==> src/rtl/hdmi_char_overlay.sv <==
// hdmi_char_overlay: 5-stage text overlay on a video stream using a writable
// character buffer and an external synchronous 8x16 font ROM.
module hdmi_char_overlay #(
    parameter int          X_BITS       = 12,
    parameter int          Y_BITS       = 12,
    parameter int          X_START      = 64,
    parameter int          Y_START      = 64,
    parameter int          NUM_CHARS    = 32,
    parameter logic [23:0] FG_COLOR     = 24'hFFFFFF,
    parameter logic [23:0] BG_COLOR     = 24'h000000,
    parameter int          BG_EN        = 0,
    parameter int          BLINK_FRAMES = 30
) (
    input  logic              pix_clk,
    input  logic              rst,
    input  logic              vs_in,
    input  logic              hs_in,
    input  logic              de_in,
    input  logic [X_BITS-1:0] x_in,
    input  logic [Y_BITS-1:0] y_in,
    input  logic [23:0]       pixel_in,
    input  logic              char_we,
    input  logic [4:0]        char_waddr,
    input  logic [7:0]        char_wdata,
    input  logic              overlay_en,
    input  logic              blink_en,
    output logic [10:0]       font_addr,
    input  logic [7:0]        font_row,
    output logic              vs_out,
    output logic              hs_out,
    output logic              de_out,
    output logic [23:0]       pixel_out,
    output logic              init_done
);
    localparam logic [X_BITS-1:0] X_LO = X_BITS'(X_START);
    localparam logic [X_BITS-1:0] X_HI = X_BITS'(X_START + 8 * NUM_CHARS);
    localparam logic [Y_BITS-1:0] Y_LO = Y_BITS'(Y_START);
    localparam logic [Y_BITS-1:0] Y_HI = Y_BITS'(Y_START + 16);
    localparam int FB = $clog2(BLINK_FRAMES + 1);

    typedef enum logic {CLEAR, RUN} state_t;
    state_t state, state_nx;

    logic [4:0]    clr_cnt;
    logic [6:0]    mem [0:31];
    logic          we;
    logic [4:0]    wa;
    logic [6:0]    wd;
    logic          hit, glyph;
    logic [7:0]    dx;
    logic [3:0]    dy;
    logic [23:0]   pix_sel;
    logic          vs_q, blink_phase;
    logic [FB-1:0] frame_cnt;

    logic          s1_hit, s2_hit, s3_hit, s4_hit;
    logic          s1_ov, s2_ov, s3_ov, s4_ov;
    logic [4:0]    s1_col;
    logic [2:0]    s1_bit, s2_bit, s3_bit, s4_bit;
    logic [3:0]    s1_row, s2_row;
    logic [2:0]    s1_sync, s2_sync, s3_sync, s4_sync;
    logic [23:0]   s1_pix, s2_pix, s3_pix, s4_pix;
    logic [6:0]    code;

    assign hit = de_in && x_in >= X_LO && x_in < X_HI && y_in >= Y_LO && y_in < Y_HI;
    assign dx = 8'(x_in - X_LO);
    assign dy = 4'(y_in - Y_LO);
    assign glyph = font_row[3'd7 - s4_bit];
    assign pix_sel = (s4_hit && s4_ov) ? (glyph ? FG_COLOR : (BG_EN != 0 ? BG_COLOR : s4_pix)) : s4_pix;

    always_comb begin
        state_nx = (state == CLEAR && clr_cnt == 5'(NUM_CHARS - 1)) ? RUN : state;
        we = !rst && (state == CLEAR || (char_we && {1'b0, char_waddr} < 6'(NUM_CHARS)));
        wa = state == CLEAR ? clr_cnt : char_waddr;
        wd = state == CLEAR ? 7'h20 : char_wdata[6:0];
    end

    always_ff @(posedge pix_clk)
        if (we) mem[wa] <= wd;

    always_ff @(posedge pix_clk) begin
        if (rst) begin
            state <= CLEAR;
            clr_cnt <= '0;
            init_done <= 1'b0;
            vs_q <= 1'b0;
            frame_cnt <= '0;
            blink_phase <= 1'b0;
            {s1_hit, s1_ov, s1_col, s1_bit, s1_row, s1_sync, s1_pix} <= '0;
            {s2_hit, s2_ov, s2_bit, s2_row, s2_sync, s2_pix, code} <= '0;
            {s3_hit, s3_ov, s3_bit, s3_sync, s3_pix, font_addr} <= '0;
            {s4_hit, s4_ov, s4_bit, s4_sync, s4_pix} <= '0;
            {vs_out, hs_out, de_out, pixel_out} <= '0;
        end else begin
            state <= state_nx;
            if (state == CLEAR) clr_cnt <= clr_cnt + 5'd1;
            init_done <= state == RUN;
            // Phase only moves on a vsync rising edge, so a frame never tears.
            vs_q <= vs_in;
            if (vs_in && !vs_q) begin
                frame_cnt <= frame_cnt == FB'(BLINK_FRAMES - 1) ? '0 : frame_cnt + 1'b1;
                if (frame_cnt == FB'(BLINK_FRAMES - 1)) blink_phase <= ~blink_phase;
            end
            s1_hit <= hit;
            s1_ov <= overlay_en && state == RUN && !(blink_en && blink_phase);
            s1_col <= dx[7:3];
            s1_bit <= dx[2:0];
            s1_row <= dy;
            s1_sync <= {vs_in, hs_in, de_in};
            s1_pix <= pixel_in;
            code <= mem[s1_col];
            {s2_hit, s2_ov, s2_bit, s2_row, s2_sync, s2_pix} <= {s1_hit, s1_ov, s1_bit, s1_row, s1_sync, s1_pix};
            if (s2_hit) font_addr <= {code, s2_row};
            {s3_hit, s3_ov, s3_bit, s3_sync, s3_pix} <= {s2_hit, s2_ov, s2_bit, s2_sync, s2_pix};
            {s4_hit, s4_ov, s4_bit, s4_sync, s4_pix} <= {s3_hit, s3_ov, s3_bit, s3_sync, s3_pix};
            {vs_out, hs_out, de_out} <= s4_sync;
            pixel_out <= pix_sel;
        end
    end
endmodule

==> config.mk <==
export PLATFORM = sky130hd
export DESIGN_NAME = hdmi_char_overlay
export DESIGN_NICKNAME = d
export VERILOG_FILES = /design/src/rtl/hdmi_char_overlay.sv
export SDC_FILE = /design/constraint.sdc
export NUM_CORES = 1
export LEC_CHECK = 0
export CAP_MARGIN = 20
export CORE_AREA = 5 5 212 214
export CTS_BUF_LIST = sky130_fd_sc_hd__clkbuf_2
export CTS_CLUSTER_DIAMETER = 50
export DETAILED_ROUTE_END_ITERATION = 12
export DIE_AREA = 0 0 217 219
export GPL_TIMING_DRIVEN = 0
export SLEW_MARGIN = 15
export SYNTH_ARGS = -nofsm -noshare
export SYNTH_HDL_FRONTEND = slang
export SYNTH_SLANG_ARGS = --single-unit
==> constraint.sdc <==
create_clock -name pix_clk -period 2.4 [get_ports pix_clk]
set_input_delay 0.36 -clock pix_clk [delete_from_list [all_inputs] [get_ports pix_clk]]
set_output_delay 0.36 -clock pix_clk [all_outputs]
set_load 0.02 [all_outputs]
Word level (Yosys, flattened, before mapping)
Memory sizes are Yosys's and may differ from the RTL's. A register that Yosys moved wholly into a read port is not among the register bits.
Index checks and enable logic that the tools add are counted.
{"block": "word_totals", "ff_bits": 193, "ramBits": 224, "output_inout_bits": 39, "wordCells": 74, "mem_count": 1}
{"block": "op_classes", "addsub": 5, "magnitude_cmp": 5, "n_eq_ne": 2, "mux": 9, "n_bitwise": 2, "n_reduce_logical": 16}
{"memory": "mem", "words": 32, "word_bits": 7, "rd": 1, "rd_ports_with_merged_regs": 1, "write_ports": 1, "line_no": "45", "text": "logic [6:0] mem [0:31];"}
{"operator": "$mux W24", "n": 2}
{"operator": "$ge A12 B7 Y1 const B", "n": 2}
{"operator": "$lt A12 B7 Y1 const B", "n": 1}
{"operator": "$lt A12 B9 Y1 const B", "n": 1}
{"operator": "$logic_and A1 B1 Y1", "n": 11}
{"operator": "$add A5 B1 Y5 const B", "n": 2}
{"operator": "$eq A5 B5 Y1 const B", "n": 2}
{"operator": "$mux W5", "n": 2}
{"operator": "$sub A8 B7 Y8 const B", "n": 1}
{"operator": "$mux W7", "n": 1}
{"operator": "$lt A3 B4 Y1 const B", "n": 1}
{"operator": "$sub A4 B1 Y4 const B", "n": 1}
{"operator": "$bmux W1 S3", "n": 1}
{"operator": "$logic_not A1 Y1", "n": 3}
{"operator": "$mux W1", "n": 3}
{"operator": "$sub A3 B3 Y3 const A", "n": 1}
{"operator": "$not A1 Y1", "n": 2}
{"operator": "$reduce_and A2 Y1", "n": 1}
{"operator": "$logic_or A1 B1 Y1", "n": 1}

Logic depth before layout (Yosys ltp)
Gate-level depths: netlist of run 1.
{"block": "logic_depth", "ltp_word": 5, "ltp_mapped": 7, "ltp_nobuf": 6}

Least setup slack after synthesis of run 1
Ideal clock, no wire load.
{"block": "synth_timing", "path_kind": "reg-to-reg", "start": "reg state", "end": "mem mem[18][0] (enable)", "arrival_ps": 1523, "t_required_ps": 2040, "slack_ps": 517, "path_stages_with_launch": 6, "n_path_buf": 2, "path_cell_list": "dfxtp_1 buf_2 clkbuf_1 mux2i_1 nand2_1 nor2_1"}
{"block": "synth_via", "elab_chain_cells": 5, "word_cells_on_any_way": 6, "classes_between": "3 x mux; 1 x bitwise; 2 x reduce/logical"}
{"element": "start: declaration", "line_no": "42", "text": "state_t state, state_nx;"}
{"element": "start signal: assignment", "line_no": "95", "text": "state <= state_nx;"}
{"element": "$not A1 Y1"}
{"element": "$logic_or A1 B1 Y1", "line_no": "73", "text": "we = !rst && (state == CLEAR || (char_we && {1'b0, char_waddr} < 6'(NUM_CHARS)));"}
{"element": "$logic_and A1 B1 Y1", "line_no": "73"}
{"element": "$mux W1", "line_no": "79", "text": "if (we) mem[wa] <= wd;"}
{"element": "$mux W1 (not written as such)", "line_no": "79"}
{"element": "end: declaration", "line_no": "45"}
Several ways; a longest one is shown, not always the timed one.

Final worst setup path of run 1
{"block": "layout_timing", "start": "reg state", "end": "mem mem[7][3] (enable)"}
Same word-level chain as after synthesis.

==> impl_metrics.toml, run 1 <==
[route]
routed_wl_um = 32990
drt_first_pass_iters = 4
viasPerCell = 4.579
ant_nets = 0
post-route-drc-count = 0
num_vias = 8288
first_iter_violations = 505
wire_per_inst_um = 18.23

[grt]
track_usage = 0.1393
met2_usage = 0.2267
grtUsageMet1 = 0.1809
grt_overflow = 0
grt_use_met3 = 0.03849
grt_pass1_vias = 8674
grt_pass1_wl_um = 50050
antenna_found_initial = 2
grt_max_degree = 33
grt.busiest_layer = "met2"

[clocking]
cts-root-buf = "clkbuf_2"
cts_tree = "built"
clock_latency_ns = 0.97
cts_max_level = 3
clock-sinks = 423
post_cts_buffers = 0
cts_made_buffers = 98
clock_path_buffers = 3
clk_pin_slew_ns = 0.10

[timing]
fmax_mhz = 414.6
skew_ns = 0.08937
finalHoldViolCount = 0
slew-limit-headroom = 0.3396
setup_viol = 4
slew_violations = 0
fin_crit_ns = 2.412
setup_tns_ns = -0.03524
period_share = 1.005
grt_setup_unrepaired = "true"
max_slew.worst_pin.slew_ns = 0.9905
finalWorstSetupSlack_ns = -0.01218

[critical_path]
slowest_delay_ns = 0.56
cp_max_fo = 10
arrival_ns = 2.99
crit_path_start_kind = "flip-flop"
r2r_cells = 6
crit_path_end_kind = "flip-flop"
critPathKind = "reg -> reg"
path_cells = "buf_2 > clkbuf_1 > nand3_1 > o21ai_0 > nand2_1 > nor2_2"
reg2reg_from = "state"
crit_buf_inv = 2
cp_top_family = "simple AND/OR/NAND/NOR gates"
r2r-end = "mem[7][3]"
cp_slowest_cell = "nor2_2"
r2r_setup_slack_ns = -0.01
required_ns = 2.97

[power]
p_per_area_nw_per_um2 = 710.2
leakagePower_nw = 6.315
max-vdd-ir-drop_v = 0.0003149
p_total_w = 0.01282

[die]
row_count = 76
chipHeight_um = 219
die_area_um2 = 47520
initial_utilization = 0.3446
die_w_um = 217
core-area_um2 = 42700
ioPinCount = 116

[place]
portBuffers = 114
place_ws_ns = -0.8869
gp_congestion = 0.7835
dpl-instance-area_um2 = 16570
dpl.hpwl_um = 22120

[logic_synthesis]
synth-xor-area-share = 0.004167
ys_warn_count = 0
synth_flop_cell = "edfxtp_1"
synth_edf_count = 224
ys_types = 45
synth_fp_nets = 1011
ys_seq_elements = 423
synth_fa_ha_area_frac = 0.005102
synth_area_um2 = 14710
syn_inst = 928
synth_compound_area_frac = 0.02211
ys_seq_area_frac = 0.7279
muxShareOfSynthArea = 0.1165
synth-simple-area-share = 0.1001
synth.avg_cell_area_um2 = 15.86
synth_top_family_by_area = "multiplexers"
async_reset_ff_frac = 0

[cells_and_area]
fillCellCount = 3908
syn2layout_area_growth_pct = 22.64
post-route-cell-area_um2 = 18040
drive_gt1_frac = 0.2203
nets = 1267

[hold_path]
min_from = "pixel_in[19]"
whs_path_depth = 2
whs_endpoint = "s1_pix[19]"
hp-class = "in -> reg"

[outcome]
failed_checks = "setup timing"
status = "finished, violations left"

[flow_run]
max_cap_viol_count = 0
layout by cell type, fill, tap and decap left out, types with 4 or more instances in the layout:
cell type,instances
clkbuf_2,152
nor2_1,29
and2_2,6
clkdlybuf4s50_1,100
a21oi_1,30
a22oi_1,6
ha_1,6
o211ai_1,5
nand2_1,19
mux2i_1,34
inv_1,30
nor2_2,15
dlymetal6s2s_1,5
edfxtp_1,224
xor2_1,4
dlygate4sd3_1,40
mux2_2,4
dlygate4sd2_1,9
dfxtp_1,199
nor2_4,17
buf_2,10
and3_1,6
clkinv_1,20
mux4_1,6
buf_1,5
nor2b_1,150
clkbuf_1,23
mux4_2,52
repair_timing:
| action | in CTS | in global routing |
|---|---|---|
| resized for setup | 20 | 55 |
| setup endpoints to repair | 338 | 254 |
| hold buffers | 39 | 1 |
| hold endpoints to repair | 38 | 1 |
routing by layer:
layer / up-vias / part of all wire
met5: - / 0
met1: 4077 / 0.43
met3: 44 / 0.063
met4: 0 / 0.017
met2: 251 / 0.49
li1: 3916 / -
final cells by class:
cell class                      instances  area (um^2)  share of cell area
Buffer                                 46        244.0             0.01352
Antenna cell                            2        5.005           0.0002774
Multi-Input combinational cell        429         3839              0.2127
Sequential cell                       423        10710              0.5935
Clock buffer                          151        755.7             0.04188
Inverter                               30        112.6            0.006240
Tap cell                              546        683.2             0.03786
Timing Repair Buffer                  156         1573             0.08716
Clock inverter                         27        122.6            0.006795
metrics by stage:
step                      std cells  utilization  hold slack [ns]
final                          1810       0.4226          0.08008
after global routing           1809       0.4226          0.01203
after CTS                      1807       0.4180         0.009697
after detailed placement       1590       0.3881           0.4166
after global placement         1588       0.3874           0.4170
after floorplan                 928            -           0.4108
Yosys cell counts (all sizes together), types with 2 or more instances:
library cell | count | area (um^2)
nand2 | 21 | 78.83
nand3 | 4 | 25.02
mux4 | 58 | 1329
xnor2 | 3 | 26.28
a21oi | 30 | 150.1
dfxtp | 199 | 3984
buf | 22 | 152.6
o21ai | 3 | 15.01
edfxtp | 224 | 6726
xor2 | 4 | 35.03
clkbuf | 24 | 90.09
inv | 30 | 112.6
and3 | 6 | 37.54
nor3 | 3 | 15.01
nand2b | 3 | 18.77
nor2 | 61 | 229.0
mux2 | 4 | 45.04
nor2b | 150 | 938.4
a221o | 2 | 20.02
mux2i | 34 | 340.3
o211ai | 5 | 37.54
nand4 | 3 | 18.77
ha | 6 | 75.07
a31oi | 2 | 12.51
nor4 | 2 | 12.51
a22oi | 7 | 57.55
and2 | 8 | 50.05
state kept, by name, summed over array words and instances (netlist names), 4 cells and up:
signal,count
mem,224
pixel_out,24
s1_pix,24
s2_pix,24
s3_pix,24
s4_pix,24
font_addr,11
code,7
clr_cnt,5
frame_cnt,5
s1_col,5
s1_row,4
s2_row,4
where the power goes:
group	internal, W	switching (W)
logic	0.000378	0.000361
registers	0.00766	0.0000390
clock network	0.00168	0.00270
how the worst max path moves through the flow:
stage | from | to | cells after the start
2_1_floorplan | state | mem[18][0] | 5
3_3_place_gp | rst | mem[15][1] | 5
3_5_place_dp | rst | mem[13][2] | 5
4_1_cts | state | mem[4][3] | 6
5_1_grt | state | mem[6][4] | 6
6_report | state | mem[7][3] | 6
cell families (layout without fill, tap and decap cells):
logic type	count (synthesis)	in the layout
AO/OA/AOI/OAI	53	53
other	0	2
flip-flops	423	423
buffers and inverters	76	410
AND/OR/NAND/NOR	267	267
multiplexers	96	96
adder cells (fa/ha/maj)	6	6
XOR/XNOR	7	7
Power figures use the tool's default switching activity.
==> inputs of run 2 (changes only) <==
--- a/config.mk
+++ b/config.mk
@@ -6,12 +6,13 @@
 export NUM_CORES = 1
 export LEC_CHECK = 0
 export CAP_MARGIN = 20
-export CORE_AREA = 5 5 212 214
+export CORE_AREA = 5 5 163 165
 export CTS_BUF_LIST = sky130_fd_sc_hd__clkbuf_2
 export CTS_CLUSTER_DIAMETER = 50
 export DETAILED_ROUTE_END_ITERATION = 12
-export DIE_AREA = 0 0 217 219
+export DIE_AREA = 0 0 168 170
 export GPL_TIMING_DRIVEN = 0
+export PLACE_DENSITY = 0.81
 export SLEW_MARGIN = 15
 export SYNTH_ARGS = -nofsm -noshare
 export SYNTH_HDL_FRONTEND = slang
==> run 2 against run 1 <==
Compared with the run above: the flow still finishes with violations (setup timing); final cell count fell by 13%; core utilization rose by 28 points; critical path type unchanged; worst setup slack improved by 0.0078 ns; final area fell by 2.8%; die area fell by 40%; flip-flop and latch count did not move; routed wire length fell by 6.8%; combinational power fell by 3.8%; global-route usage rose by 7.5 points; via count barely moved.
==> impl_metrics.toml, run 2 (synthesized netlist as in run 1, its figures left out) <==
[cells_and_area]
nets = 1253
finalCoreUtilization = 0.7047
top_register = "mem"
multi_input_area_um2 = 3754
fillCellCount = 1601
seq_area_um2 = 10710
syn2layout_area_growth_pct = 19.21
drive_gt1_frac = 0.2147
final_common_cell = "edfxtp_1"
layout_common_cells = "edfxtp_1 (224), dfxtp_1 (199), nor2b_1 (150)"
largest_reg_flops = 224
post-route-cell-area_um2 = 17540

[hold_path]
whs_endpoint = "s1_ov"
min_from = "overlay_en"
hp-class = "in -> reg"
whs_path_depth = 3

[outcome]
failed_checks = "setup timing"
status = "finished, violations left"

[route]
first_iter_violations = 527
wire_per_inst_um = 19.58
routed_wl_um = 30750
viasPerCell = 5.284
post-route-drc-count = 0
drt_first_pass_iters = 5
num_vias = 8296
ant_nets = 0

[critical_path]
slowest_delay_ns = 0.62
arrival_ns = 3.15
critPathKind = "reg -> reg"
path_cells = "buf_1 > mux4_2 > a22oi_1 > o211ai_1 > and3_1"
r2r-end = "code[2]"
reg2reg_from = "s1_col[2]"
crit_path_end_kind = "flip-flop"
cp_slowest_cell = "buf_1"
r2r_setup_slack_ns = -0.004
r2r_cells = 5
crit_path_start_kind = "flip-flop"
cp_max_fo = 10
required_ns = 3.15

[flow_run]
max_cap_viol_count = 0

[clocking]
post_cts_buffers = 0
cts_made_buffers = 96
clock_latency_ns = 0.92
cts_max_level = 3
cts-root-buf = "clkbuf_2"
clock-sinks = 423
cts_tree = "built"
clock_path_buffers = 3
clk_pin_slew_ns = 0.11

[grt]
antenna_found_initial = 2
grt_max_degree = 33
grt_pass1_vias = 8527
grt_pass1_wl_um = 46730
track_usage = 0.2148
grt_overflow = 0

[timing]
fin_crit_ns = 2.404
timing.hold.ws_ns = 0.07677
slew_violations = 0
grt_setup_unrepaired = "true"
slew-limit-headroom = 0.4570
period_share = 1.002
setup_viol = 1
skew_ns = 0.06434
finalHoldViolCount = 0
setup_tns_ns = -0.004336
finalWorstSetupSlack_ns = -0.004336
fmax_mhz = 415.9
max_slew.worst_pin.slew_ns = 0.8145

[power]
p_per_area_nw_per_um2 = 727.3
max-vdd-ir-drop_v = 0.0003188
leakagePower_nw = 6.098

[die]
chipHeight_um = 170
core-area_um2 = 24890
ioPinCount = 116
initial_utilization = 0.5911
row_count = 58
die_area_um2 = 28560
die_w_um = 168

[place]
place_ws_ns = -0.5025
portBuffers = 114
dpl.hpwl_um = 20210
gp_congestion = 0.8437
dpl-instance-area_um2 = 16270
run 2: cell types whose count changed in the layout (fill, tap and decap cells not counted), moves of 2 or more:
cell	change
buf_8	-2
clkbuf_2	-14
clkdlybuf4s50_1	+13
clkinv_1	-3
clkinv_2	+4
dlygate4sd2_1	-9
dlygate4sd3_1	-10
dlymetal6s2s_1	-4
inv_6	+3
nand2_1	+2
nand2_4	-2
nor2_2	+14
nor2_4	-14
run 2: report_power, final:
group | leakage, nW | internal (W) | switching [W]
logic | 1.84 | 0.000366 | 0.000346
registers | 3.60 | 0.00766 | 0.0000386
clock network | 0.655 | 0.00167 | 0.00267
run 2: worst max path at each step:
| stage | endpoint | from | slack [ns] |
|---|---|---|---|
| final | code[2] | s1_col[2] | -0.004 |
| after global routing | mem[15][2] | state | -0.07 |
| after CTS | mem[16][3] | state | -0.11 |
| after detailed placement | mem[11][2] | rst | -0.50 |
| after global placement | mem[15][0] | rst | -0.46 |
| after floorplan | mem[18][0] | state | 0.52 |
run 2: critical path, delay by kind of cell, from the launching register on:
family | cells | cell delay (ns)
compound gates | 2 | 0.55
simple gates | 1 | 0.28
mux | 1 | 0.42
flops | 1 | 0.42
buf+inv | 1 | 0.62
run 2: area by class of cell:
class,count,share of cell area
Antenna cell,1,0.0001427
Multi-Input combinational cell,429,0.2140
Buffer,46,0.01391
Timing Repair Buffer,144,0.08232
Tap cell,330,0.02354
Clock inverter,30,0.009986
Inverter,30,0.006420
Sequential cell,423,0.6106
Clock buffer,137,0.03909
run 2: metrics by stage:
| stage | std cells | power (W) |
|---|---|---|
| 2_1_floorplan | 928 | 0.008232 |
| 3_3_place_gp | 1372 | 0.008498 |
| 3_5_place_dp | 1372 | 0.008520 |
| 4_1_cts | 1569 | 0.01282 |
| 5_1_grt | 1570 | 0.01332 |
| 6_report | 1570 | 0.01276 |
run 2: layer usage:
layer  vias to the layer above  track usage  wire length [um]
li1                       3861            -                 -
met1                      4037       0.2859             12470
met2                       346       0.3492             15420
met3                        50      0.05552              2184
met4                         2      0.07410               670
met5                         -            0                 1
run 2: repair_timing:
action | CTS | global route
endpoints found under the hold margin | 30 | 0
resized for setup | 14 | 31
setup endpoints to repair | 372 | 246
gates cloned | 0 | 0
hold buffers | 30 | 0
